--- src/rtl/cpu7_csr_wrpipe.sv ---
// CSR write pipeline: carries csrwr/csrxchg writes through E and M and commits from M.
// Optional CSR_WRPIPE_CNT_EN adds a 32-bit csr_commit_cnt output counting commits.
module cpu7_csr_wrpipe #(
  parameter int CSR_ADDR_W = 14,
  parameter int CSR_DATA_W = 32
) (
  input  logic                  clk,
  input  logic                  resetn,
  input  logic                  csr_wen_d,
  input  logic [CSR_ADDR_W-1:0] csr_waddr_d,
  input  logic [CSR_DATA_W-1:0] csr_wdata_d,
  input  logic [CSR_DATA_W-1:0] csr_wmask_d,
  input  logic [CSR_DATA_W-1:0] csr_rdata_d,
  input  logic                  pipe_stall,
  input  logic                  kill_e,
  input  logic                  kill_m,
  output logic                  csr_wen_e,
  output logic [CSR_ADDR_W-1:0] csr_waddr_e,
  output logic [CSR_DATA_W-1:0] csr_wdata_e,
  output logic                  csr_wen_m,
  output logic [CSR_ADDR_W-1:0] csr_waddr_m,
  output logic [CSR_DATA_W-1:0] csr_wdata_m,
  output logic                  csrrf_wen,
  output logic [CSR_ADDR_W-1:0] csrrf_waddr,
  output logic [CSR_DATA_W-1:0] csrrf_wdata,
`ifdef CSR_WRPIPE_CNT_EN
  output logic [31:0]           csr_commit_cnt,
`endif
  output logic                  csr_busy
);

  logic                  v_e, v_m;
  logic [CSR_ADDR_W-1:0] addr_e, addr_m;
  logic [CSR_DATA_W-1:0] data_e, data_m;
  logic [CSR_DATA_W-1:0] merged;

  // csrxchg merge is resolved once here so every forwarded value is final
  assign merged = (csr_rdata_d & ~csr_wmask_d) | (csr_wdata_d & csr_wmask_d);

  always_ff @(posedge clk or negedge resetn) begin
    if (!resetn) begin
      v_e    <= 1'b0;
      v_m    <= 1'b0;
      addr_e <= '0;
      addr_m <= '0;
      data_e <= '0;
      data_m <= '0;
    end else if (kill_m) begin
      v_e <= 1'b0;
      v_m <= 1'b0;
    end else if (kill_e) begin
      v_e <= 1'b0;
      if (!pipe_stall) begin
        v_m    <= v_e;
        addr_m <= addr_e;
        data_m <= data_e;
      end
    end else if (!pipe_stall) begin
      v_m    <= v_e;
      addr_m <= addr_e;
      data_m <= data_e;
      v_e    <= csr_wen_d;
      addr_e <= csr_waddr_d;
      data_e <= merged;
    end
  end

  assign csr_wen_e   = v_e;
  assign csr_waddr_e = addr_e;
  assign csr_wdata_e = data_e;
  assign csr_wen_m   = v_m;
  assign csr_waddr_m = addr_m;
  assign csr_wdata_m = data_m;

  // M only commits on the edge it advances, so a held entry never re-commits
  assign csrrf_wen   = v_m & ~pipe_stall & ~kill_m;
  assign csrrf_waddr = addr_m;
  assign csrrf_wdata = data_m;
  assign csr_busy    = v_e | v_m;

`ifdef CSR_WRPIPE_CNT_EN
  always_ff @(posedge clk or negedge resetn) begin
    if (!resetn)
      csr_commit_cnt <= '0;
    else if (csrrf_wen)
      csr_commit_cnt <= csr_commit_cnt + 32'd1;
  end
`endif

endmodule
--- config.mk ---
export PLATFORM = sky130hd
export DESIGN_NAME = cpu7_csr_wrpipe
export DESIGN_NICKNAME = d
export VERILOG_FILES = /design/src/rtl/cpu7_csr_wrpipe.sv
export SDC_FILE = /design/constraint.sdc
export NUM_CORES = 1
export LEC_CHECK = 0
export ABC_AREA = 1
export CELL_PAD_IN_SITES_DETAIL_PLACEMENT = 0
export CELL_PAD_IN_SITES_GLOBAL_PLACEMENT = 1
export CORE_UTILIZATION = 28
export CTS_CLUSTER_DIAMETER = 50
export DETAILED_ROUTE_END_ITERATION = 8
export PLACE_DENSITY_LB_ADDON = 0.1
export SYNTH_ARGS = -nofsm -noshare
export SYNTH_HDL_FRONTEND = slang
export SYNTH_SLANG_ARGS = --single-unit
--- constraint.sdc ---
create_clock -name clk -period 1.15 [get_ports clk]
set_clock_uncertainty 0.15 [all_clocks]
set_input_delay 0.115 -clock clk [delete_from_list [all_inputs] [get_ports clk]]
set_output_delay 0.115 -clock clk [all_outputs]
set_load 0.05 [all_outputs]
==> impl_metrics.py <==
metrics = {
    "run_status": {
        "result_of_the_run": "complete, but fails checks",
        "violations_in_the_final_reports": "setup timing",
    },
    "clocking": {
        "cts_tree": "done",
        "htree_num_levels": 3,
        "clk_latency_ns": 0.34,
        "clk_root_buffer_cell": "clkbuf_16",
        "path_clk_slew_ns": 0.06,
        "clkSinkCount": 94,
        "tritoncts.num_buffers": 9,
        "clk_path_buf_depth": 2,
    },
    "placement": {
        "portBuffers": 257,
        "place_inst": 1000,
        "postPlaceCellArea_um2": 8490,
        "routabilityCongestion": 0.769,
        "dpl.hpwl_mm": 10.3,
    },
    "final_layout": {
        "n_antenna_cell": 0,
        "fin_cells": 1064,
        "flow.area_growth_from_synthesis_pct": 107,
        "fillerInstances": 1306,
        "multi_input_area_um2": 1490,
        "layout.cell_area.non_filler_um2": 9160,
        "ff_latch_area_um2": 2410,
        "final_core_util_pct": 59.8,
        "final_layout_size_suffix_gt1_share_pct": 32.9,
        "final_net_count": 964,
    },
    "grt": {
        "groute.usage.overall_pct": 17.8,
        "antenna_found_initial": 0,
        "gr-total-overflow": 0,
        "grt_pass1_wl_mm": 22.3,
        "pin_count_of_the_biggest_net_entering_global_routing": 31,
        "grt_pass1_vias": 4419,
    },
    "worst_setup_path": {
        "cp_slowest_cell": "dfrtp_2",
        "endpoint_kind": "output port",
        "timing.reg2reg.setup_slack_ns": 0.10,
        "rr_worst_depth": 4,
        "critical_path.n_buffers_inverters": 2,
        "critical_path.reg2reg.startpoint": "csr_wdata_e[23]$_DFFE_PN0P_",
        "critical_path.reg2reg.endpoint": "csr_wdata_m[23]$_DFFE_PN0P_",
        "critical_path_required_ns": 0.88,
        "critical_path.startpoint": "csr_wen_m$_DFFE_PN0P_",
        "path_class": "register to output port",
        "setup.worst_path.end": "csr_busy",
        "cp_max_fo": 3,
        "startpoint_type": "register",
        "timing.critical_path.slowest_cell_delay_ns": 0.42,
        "cp.arrival_ns": 1.06,
        "critical_path.top_delay_family": "flip-flops",
        "crit_path_cell_trace": "inv_2 > nand2_2 > buf_12",
        "worst-path-stages": 3,
    },
    "synth": {
        "postSynthNetCount": 696,
        "async_reset_ff_share_pct": 100,
        "synthDominantCellAreaShare_pct": 53.1,
        "post-synth-top-area-cell": "dfrtp_1",
        "ys_types": 13,
        "synthesis.instances": 580,
        "synth.top_cells.by_area": "dfrtp_1 (53%), nand2_1 (31%), buf_4 (8.0%)",
        "synth_enable_flop_cells": 0,
        "post_synth_top_flop": "dfrtp_1",
        "number_of_storage_elements_in_the_synthesis_netlist": 94,
        "synth.cells.most_frequent": "nand2_1 (362), dfrtp_1 (94), buf_4 (47)",
        "postSynthAreaPerCell_um2": 7.63,
        "ys.warnings.count": 0,
        "synth_sequential_area_ratio_pct": 53.1,
        "yosys.cell_count.top_type": "nand2_1",
        "netlist_area_um2": 4430,
    },
    "floorplan": {
        "core.rowCount": 45,
        "core_area_um2": 15300,
        "io_pins": 258,
        "initial_core_util_pct": 28.9,
        "die-height_um": 128,
        "die_x_um": 128,
        "design.die.area_um2": 16300,
    },
    "timing": {
        "finalWorstPathRequiredPeriod_ns": 1.33,
        "setup_ws_ns": -0.179,
        "finalSetupViolCount": 142,
        "final_hold_viol_count": 0,
        "timing.max_slew.rel_slack_pct": 76.4,
        "fmaxAchievable_mhz": 752,
        "unrepaired_setup_endpoints_after_global_routing": "true",
        "drv_slew": 0,
        "worstMarginPinSlew_ns": 0.354,
        "final_period_util_pct": 116,
    },
    "route": {
        "detail_route.drc_violations": 0,
        "firstDrtPassIters": 4,
        "vias": 4409,
        "ant_nets": 0,
        "drt_iter0_drc": 189,
        "wirelength_mm": 13.8,
        "avgViaCountPerCell": 4.14,
        "drt-wirelength-per-cell_um": 13.0,
    },
    "pwr": {
        "power.ir.vdd_worst_uv": 758,
        "power_leakage_nw": 4.60,
        "power.density_nw_per_um2": 1790,
        "total_power_mw": 16.4,
    },
    "worst_hold_path": {
        "worstHoldPathType": "primary input to async pin",
    },
    "run": {
        "maxCapViolCount": 0,
    },
}
## flip-flops by register name, summed over array words and instances (netlist names)
register	cells
csr_waddr_e	14
csr_waddr_m	14
csr_wdata_e	32
csr_wdata_m	32
csr_wen_e	1
csr_wen_m	1
## how the worst min path moves through the flow
| stage | startpoint | end | slack [ns] |
|---|---|---|---|
| after global routing | resetn | csr_waddr_e[12]$_DFFE_PN0P_ | 0.08 |
| after detailed placement | resetn | csr_waddr_e[11]$_DFFE_PN0P_ | -0.13 |
| after floorplan | resetn | csr_waddr_e[0]$_DFFE_PN0P_ | -0.33 |
| after global placement | resetn | csr_waddr_m[12]$_DFFE_PN0P_ | -0.13 |
| final | resetn | csr_waddr_m[12]$_DFFE_PN0P_ | 0.06 |
| after CTS | resetn | csr_waddr_e[11]$_DFFE_PN0P_ | 0.06 |
## stage by stage
step,TNS [ns],worst slack (ns),hold WS (ns)
6_report,-8.51,-0.179,0.0589
5_1_grt,-12.89,-0.224,0.0755
4_1_cts,-10.71,-0.198,0.0559
3_5_place_dp,-32.29,-0.397,-0.131
3_3_place_gp,-30.84,-0.378,-0.132
2_1_floorplan,-0.0606,-0.0606,-0.331
## layout make-up
type / count / area share, %
multi-input cells: 384 / 16.3
clock buffers: 13 / 2.84
well taps: 211 / 2.88
repair buffers: 322 / 49.6
inverters: 37 / 1.52
clock inverters: 3 / 0.465
flip-flops and latches: 94 / 26.4
## where the power goes
part	internal [mW]	switching (mW)	leakage (nW)
clock network	1.80	1.21	0.146
logic	4.23	4.25	3.32
registers	3.94	0.930	1.13
total	9.96	6.39	4.60
## repair_timing
item	in CTS	in global routing
cloned	0	0
buffers inserted	45	2
endpoints found under the hold margin	94	0
setup endpoints to repair	164	142
gates resized for setup	4	2
hold buffers	1	0
pin swaps	0	1
## kinds of logic after synthesis
group	synth area share, %
buffers and inverters	13.4
AOI/OAI and AO/OA	0.113
DFF	53.1
and+or+nand+nor	33.4
## per-layer routing
| layer | track usage (%) | wire [um] |
|---|---|---|
| met4 | 5.95 | 202 |
| met5 | 0 | 0 |
| met2 | 31.9 | 7210 |
| met3 | 4.47 | 952 |
| met1 | 20.6 | 5430 |
## cells in the final DEF (no fill, tap or decap)
cell,netlist,routed
buf_12,0,147
buf_4,47,59
buf_6,2,1
bufinv_16,0,1
clkbuf_1,1,2
clkbuf_16,0,9
clkbuf_8,0,2
clkdlybuf4s50_1,0,112
clkinv_2,0,1
clkinvlp_4,0,1
dfrtp_1,94,45
dfrtp_2,0,49
dlygate4sd2_1,0,2
dlygate4sd3_1,0,1
inv_1,34,32
inv_2,3,5
nand2_1,362,361
nand2_2,2,3
nand3_1,15,15
nor2_1,2,1
nor2_4,2,3
o21ai_0,1,1
No activity file was read; power rests on OpenSTA's default activity.
